<file path="src/rtl/alu_decoder.sv">
// rtl/alu_decoder.sv - RV32I OP/OP-IMM decode into a one-hot ALU op code
// with a single-entry valid/ready output register and a saturating illegal counter.
module alu_decoder #(
    parameter int CNT_W = 8
) (
    input  logic             clk,
    input  logic             rst,
    input  logic             in_valid,
    output logic             in_ready,
    input  logic [31:0]      in_instr,
    output logic             out_valid,
    input  logic             out_ready,
    output logic [9:0]       alu_op,
    output logic             use_imm,
    output logic [31:0]      imm,
    output logic [4:0]       rs1,
    output logic [4:0]       rs2,
    output logic [4:0]       rd,
    output logic             illegal,
    output logic [CNT_W-1:0] illegal_cnt
);

    localparam logic [6:0] OPC_OP     = 7'b0110011;
    localparam logic [6:0] OPC_OP_IMM = 7'b0010011;
    localparam logic [6:0] F7_ZERO    = 7'b0000000;
    localparam logic [6:0] F7_ALT     = 7'b0100000;

    localparam logic [9:0] OP_ADD  = 10'd1;
    localparam logic [9:0] OP_SUB  = 10'd2;
    localparam logic [9:0] OP_XOR  = 10'd4;
    localparam logic [9:0] OP_OR   = 10'd8;
    localparam logic [9:0] OP_AND  = 10'd16;
    localparam logic [9:0] OP_SLL  = 10'd32;
    localparam logic [9:0] OP_SRL  = 10'd64;
    localparam logic [9:0] OP_SRA  = 10'd128;
    localparam logic [9:0] OP_SLT  = 10'd256;
    localparam logic [9:0] OP_SLTU = 10'd512;

    localparam logic [CNT_W-1:0] CNT_MAX = {CNT_W{1'b1}};

    typedef enum logic {EMPTY, FULL} state_t;
    state_t state;

    logic [6:0] opcode;
    logic [2:0] funct3;
    logic [6:0] funct7;
    logic [9:0] base_op;
    logic [9:0] d_op;
    logic       d_use_imm;
    logic [31:0] d_imm;
    logic [4:0] d_rs2;
    logic       d_legal;
    logic       load;

    assign opcode = in_instr[6:0];
    assign funct3 = in_instr[14:12];
    assign funct7 = in_instr[31:25];

    assign in_ready = !out_valid || out_ready;
    assign load     = in_valid && in_ready;

    always_comb begin
        base_op = OP_ADD;
        case (funct3)
            3'b000: base_op = OP_ADD;
            3'b001: base_op = OP_SLL;
            3'b010: base_op = OP_SLT;
            3'b011: base_op = OP_SLTU;
            3'b100: base_op = OP_XOR;
            3'b101: base_op = OP_SRL;
            3'b110: base_op = OP_OR;
            3'b111: base_op = OP_AND;
            default: base_op = OP_ADD;
        endcase
    end

    // Legality first, then operand controls; illegal bundles keep only raw register fields.
    always_comb begin
        d_op      = '0;
        d_use_imm = 1'b0;
        d_imm     = '0;
        d_rs2     = in_instr[24:20];
        d_legal   = 1'b0;
        if (opcode == OPC_OP) begin
            if (funct7 == F7_ZERO) begin
                d_legal = 1'b1;
                d_op    = base_op;
            end else if (funct7 == F7_ALT && funct3 == 3'b000) begin
                d_legal = 1'b1;
                d_op    = OP_SUB;
            end else if (funct7 == F7_ALT && funct3 == 3'b101) begin
                d_legal = 1'b1;
                d_op    = OP_SRA;
            end
        end else if (opcode == OPC_OP_IMM) begin
            case (funct3)
                3'b001: begin
                    d_legal = (funct7 == F7_ZERO);
                    d_op    = OP_SLL;
                end
                3'b101: begin
                    d_legal = (funct7 == F7_ZERO) || (funct7 == F7_ALT);
                    d_op    = (funct7 == F7_ALT) ? OP_SRA : OP_SRL;
                end
                default: begin
                    d_legal = 1'b1;
                    d_op    = base_op;
                end
            endcase
            if (d_legal) begin
                d_use_imm = 1'b1;
                d_rs2     = '0;
                if (funct3 == 3'b001 || funct3 == 3'b101) begin
                    d_imm = {27'b0, in_instr[24:20]};
                end else begin
                    d_imm = {{20{in_instr[31]}}, in_instr[31:20]};
                end
            end else begin
                d_op = '0;
            end
        end
    end

    always_ff @(posedge clk or posedge rst) begin
        if (rst) begin
            state       <= EMPTY;
            out_valid   <= 1'b0;
            alu_op      <= '0;
            use_imm     <= 1'b0;
            imm         <= '0;
            rs1         <= '0;
            rs2         <= '0;
            rd          <= '0;
            illegal     <= 1'b0;
            illegal_cnt <= '0;
        end else begin
            case (state)
                EMPTY: begin
                    if (load) begin
                        state     <= FULL;
                        out_valid <= 1'b1;
                    end
                end
                FULL: begin
                    if (!load && out_ready) begin
                        state     <= EMPTY;
                        out_valid <= 1'b0;
                    end
                end
                default: begin
                    state     <= EMPTY;
                    out_valid <= 1'b0;
                end
            endcase
            if (load) begin
                alu_op  <= d_op;
                use_imm <= d_use_imm;
                imm     <= d_imm;
                rs1     <= in_instr[19:15];
                rs2     <= d_rs2;
                rd      <= in_instr[11:7];
                illegal <= !d_legal;
                if (!d_legal && illegal_cnt != CNT_MAX) begin
                    illegal_cnt <= illegal_cnt + 1'b1;
                end
            end
        end
    end

endmodule
</file>
<file path="config.mk">
export PLATFORM = sky130hd
export DESIGN_NAME = alu_decoder
export DESIGN_NICKNAME = d
export VERILOG_FILES = /design/src/rtl/alu_decoder.sv
export SDC_FILE = /design/constraint.sdc
export NUM_CORES = 1
export LEC_CHECK = 0
export CAP_MARGIN = 10
export CORE_MARGIN = 4
export CORE_UTILIZATION = 25
export CTS_BUF_LIST = sky130_fd_sc_hd__clkbuf_2 sky130_fd_sc_hd__clkbuf_4 sky130_fd_sc_hd__clkbuf_8
export DETAILED_ROUTE_END_ITERATION = 6
export GPL_TIMING_DRIVEN = 0
export HOLD_SLACK_MARGIN = 0.12
export MAX_ROUTING_LAYER = met4
export PLACE_DENSITY = 0.61
export SYNTH_ARGS = -nofsm -noshare
export SYNTH_HDL_FRONTEND = slang
export SYNTH_SLANG_ARGS = --single-unit
</file>
<file path="constraint.sdc">
create_clock -name clk -period 1.95 [get_ports clk]
set_clock_uncertainty 0.05 [all_clocks]
set_input_delay 0.39 -clock clk [delete_from_list [all_inputs] [get_ports clk]]
set_output_delay 0.39 -clock clk [all_outputs]
set_load 0.01 [all_outputs]
</file>
# --- Yosys cells after proc, flatten, opt, wreduce, memory -nomap -nowiden ---
# Memory sizes are Yosys's and may differ from the RTL's.
# Index checks and enable logic that the tools add are counted.
op_classes:
  n_reduce_logical: 15
  muxes: 32
  bitwise: 1
  eq_ne: 8
  n_addsub: 1
op_table:
  columns: ["cell", "n"]
  rows:
  - ["32-bit 2-to-1 mux", 4]
  - ["10-bit 2-to-1 mux", 4]
  - ["8-bit 2-to-1 mux", 3]
  - ["10-bit case mux with 2 select lines", 1]
  - ["5-bit 2-to-1 mux", 3]
  - ["7-bit by 6-bit == test with 1-bit output, second input constant", 2]
  - ["1-bit 2-to-1 mux", 14]
  - ["8-bit by 1-bit adder with 8-bit output, second input constant", 1]
  - ["8-bit inequality test, second input constant", 1]
  - ["7-bit by 5-bit == test with 1-bit output, second input constant", 1]
  - ["7-bit logical NOT", 1]
  - ["1-bit case mux with 2 select lines", 3]
  - ["1-bit logical AND", 5]
  - ["2-bit AND reduction", 2]
  - ["3-bit by 1-bit == test with 1-bit output, second input constant", 1]
  - ["3-bit == test, second input constant", 1]
  - ["1-bit logical NOT", 3]
  - ["3-bit logical NOT", 1]
  - ["1-bit logical OR", 3]
  - ["2-bit by 1-bit inequality test with 1-bit output, second input constant", 1]
  - ["2-bit inequality test, second input constant", 1]
  - ["1-bit inverter", 1]
totals:
  reg_bits: 69
  n_memories: 1
  in_bits: 36
  mem_bits_ro: 64
  out_inout_bits: 69
  elab_cells: 68
mem_list:
  columns: ["name", "words", "width", "read_ports", "rd_ports_with_merged_regs", "wr", "line_no", "text"]
  rows:
  - ["(name not given)", 8, 8, 1, 0, 0, "64", "case (funct3)"]

# --- Depth between registers and ports, before layout ---
logic_depth:
  depth_word: 10
  depth_mapped: 6
  mapped_depth_nobuf: 6

# --- Worst setup path after synthesis ---
# Ideal clock, no wire load.
synth_timing:
  kind: "reg-to-reg"
  start: "reg illegal_cnt[0]"
  end: "reg illegal_cnt[1]"
  t_arrival_ns: 1.810
  path_slack_ns: -0.038
  setup_ns: 0.127
  n_path_buf: 0
  stages_incl_launch_ff: 6
  required_ns: 1.773
  period_less_slack_ns: 1.988
  path_cell_list: "dfrtp_1 > ha_1 > and3_1 > and3_1 > a2111oi_4 > mux2_1"
synth_via:
  elab_chain_len: 3
  word_cells_on_any_way: 4
  cone_classes: "add/sub (1); eq/ne (1); reduce/logical (2)"
synth_rtl:
  columns: ["item", "line_no", "text"]
  rows:
  - ["from (decl)", "20", "output logic [CNT_W-1:0] illegal_cnt"]
  - ["from (signal assigned)", "164", "illegal_cnt <= illegal_cnt + 1'b1;"]
  - ["branches (longest 3 deep; another with 8-bit by 1-bit adder with 8-bit output)", null, null]
# Several ways; the timed one is not identified.
# A chain may end at the register's enable or synchronous reset.

==> impl_metrics.csv <==
group,metric,value,unit
status,status,"completed",
routing,vias_per_cell,4.40,
floorplan,die_h,103,um
final_layout,diodes,0,
power,ir_drop,0.546,mV
timing,slew_viol_final,0,
timing,holdWs,0.342,ns
global_routing,grt_pass1_wl,9.95,mm
critical_path,cpMaxStageDelayCell,"clkdlybuf4s50_1",
global_routing,grt_use_total,0.124,
timing,fmax,519,MHz
synthesis,netlist_instances,228,
synthesis,synthTopCellsByArea,"dfrtp_1 (54%), nand2_1 (10%), buf_4 (6.7%)",
synthesis,synth_top_cell_by_area,"dfrtp_1",
place,pre_cts_ws,-0.753,ns
clock_tree,cts.sink_count,49,
final_layout,final_area,0.00368,sq mm
global_routing,grt_start_max_net_pins,32,
clock_tree,clk_pin_slew,0.10,ns
floorplan,initial_core_util,0.258,
floorplan,io_pins,105,
floorplan,dieWidth,103,um
timing,setup_viol,0,
routing,drtIter0Drc,47,
critical_path,crit_buf_inv,3,
critical_path,path_cells,"buf_4, buf_4, clkdlybuf4s50_1",
routing,wirelength,6.36,mm
final_layout,final_cell_mix,"clkdlybuf4s50_1 (94), nand2_1 (62), dfrtp_1 (48), buf_4 (28), o21ai_0 (11)",
floorplan,die_area,0.0106,sq mm
critical_path,path_delay_family,"buffers and inverters",
global_routing,grt_pass1_vias,1955,
routing,routedWlPerCell,14.0,um
routing,drc_errors,0,
power,power.leakage,0.00166,uW
synthesis,async_flop_share,1.00,
synthesis,yosysSeqAreaShare,0.545,
critical_path,worstPathMaxFanout,11,
global_routing,gr-total-overflow,0,
timing,finalCriticalPeriod,1.93,ns
critical_path,slowest_delay,0.47,ns
final_layout,area_growth,63.7,%
timing,fin_ws,0.0234,ns
clock_tree,numCtsBuffers,5,
global_routing,grtUsageMet3,0.0372,
place,portBuffers,101,
place,gp_congestion,0.747,
critical_path,critical_path_class,"reg -> out",
clock_tree,cts_tree,"built",
hold_path,holdCritPathClass,"in -> async",
final_layout,final_nets,383,
routing,antenna_left,0,
clock_tree,h-tree-depth,2,
global_routing,met2_usage,0.198,
critical_path,critical_path_arrival,1.49,ns
place,dp_hpwl,4.81,mm
routing,vias,2000,
synthesis,syn_area,0.00225,sq mm
global_routing,use_met1,0.154,
final_layout,layout_commonest_cell,"clkdlybuf4s50_1",
critical_path,cp-start-kind,"flop",
floorplan,num_rows,34,
clock_tree,cts_buffer_depth,2,
place,post_dp_cell_area,0.00342,sq mm
power,power_density,732,mW/mm^2
global_routing,antenna_found_initial,0,
synthesis,syn-mean-instance-area,9.87,sq um
global_routing,grt_most_used_layer,"met2",
synthesis,ys_ff_latch,49,
flow_run,cap_violations,0,
clock_tree,cts_hold_buffers,0,
synthesis,ys.flop_type,"dfrtp_1",
final_layout,drive_gt1_frac,0.184,
synthesis,synthDominantCellAreaShare,0.545,
floorplan,fp.coreArea,0.00872,sq mm
critical_path,rrSetupSlack,0.17,ns
clock_tree,root_buffer,"clkbuf_8",
clock_tree,clk_latency,0.30,ns
timing,hold_viol,0,
synthesis,yosys_warnings,0,
final_layout,finalCoreUtilization,0.423,
timing,timing.final.crit_share,0.988,
routing,drt_first_pass_iters,4,
timing,worstMarginPinSlew,0.453,ns
synthesis,postSynthNetCount,265,
critical_path,crit_path_frequent_cell,"buf_4",
final_layout,nFillCells,836,
timing,maxSlewHeadroom,0.698,
critical_path,critPathCaptureType,"output pin",
synthesis,synth_edf_count,0,
timing,rsz0062_at_grt,"true",
critical_path,crit_required,1.51,ns
synthesis,ys_types,39,
cell type report:
type,count,area (sq um),area share
buffer,31,203,0.0550
clock inverter,2,13.8,0.00374
clock buffer,6,82.6,0.0224
inverter,6,22.5,0.00611
timing repair buffer,111,1110,0.301
tap,108,135,0.0367
sequential,49,1230,0.333
multi-input combinational,142,892,0.242
final timing paths:
check / depth (start not counted) / endpoint / startpoint
hold / removal: 2 / state$_DFF_PP0_ / rst
setup reg to reg: 6 / illegal_cnt[1]$_DFFE_PP0P_ / illegal_cnt[0]$_DFFE_PP0P_
setup / recovery: 3 / imm[27] / imm[30]$_DFFE_PP0P_
min in group clk: 2 / alu_op[2]$_DFFE_PP0P_ / in_instr[13]
max in group asynchronous: 3 / imm[30]$_DFFE_PP0P_ / rst
hold reg to reg: 1 / out_valid$_DFFE_PP0P_ / state$_DFF_PP0_
cells by family after synthesis:
logic type / count (synthesis) / share of synthesized area
fa+ha+maj: 1 / 0.00556
simple gates: 92 / 0.187
buf+inv: 37 / 0.0962
compound gates: 40 / 0.130
mux: 1 / 0.00500
flops: 49 / 0.545
xor+xnor: 8 / 0.0311
where the power goes:
| part | internal (uW) | leakage, uW | switching (uW) |
|---|---|---|---|
| clock network | 288 | 0.0000512 | 357 |
| registers | 1140 | 0.000636 | 105 |
| logic | 458 | 0.000974 | 345 |
| total | 1890 | 0.00166 | 807 |
layer usage:
metal	vias to the layer above	wire, um
met5	-	0
met4	0	53
met3	4	522
met2	66	2990
met1	941	2800
li1	989	-
Yosys cell counts (3+ instances only):
| cell type | number |
|---|---|
| a22o_1 | 7 |
| and3_1 | 4 |
| buf_4 | 20 |
| clkbuf_1 | 7 |
| dfrtp_1 | 49 |
| inv_1 | 6 |
| nand2_1 | 62 |
| nand3_1 | 3 |
| nand4_1 | 4 |
| nor2_1 | 4 |
| o21ai_0 | 11 |
| o21ai_1 | 7 |
| o41ai_1 | 4 |
| xnor2_1 | 6 |
sequential cells by signal (all words and copies together) (netlist names):
signal,flops
rs1,5
out_valid,1
illegal,1
rd,5
rs2,5
alu_op,10
state,1
imm,12
use_imm,1
illegal_cnt,8
what timing repair did:
action | in CTS | in global routing
endpoints found under the hold margin | 0 | 0
setup endpoints to repair | 69 | 65
setup buffers | 7 | 2
gates cloned | 0 | 0
pin swaps | 3 | 7
gates resized for setup | 19 | 13
through the flow:
step	std cells	power (uW)	TNS (ns)
floorplan	228	1570	0
global placement	437	1980	-56.56
detailed placement	438	1990	-24.03
CTS	453	2700	0
global route	455	2860	-0.734
finish	455	2700	0
worst register-to-register path: stages, from the launching register on:
cell and delay (ns):
dfrtp_1 0.40, ha_2 0.21, and3_1 0.16, and3_4 0.18, a2111oi_4 0.20, buf_6 0.18, mux2_4 0.30
Power figures use the tool's default switching activity.
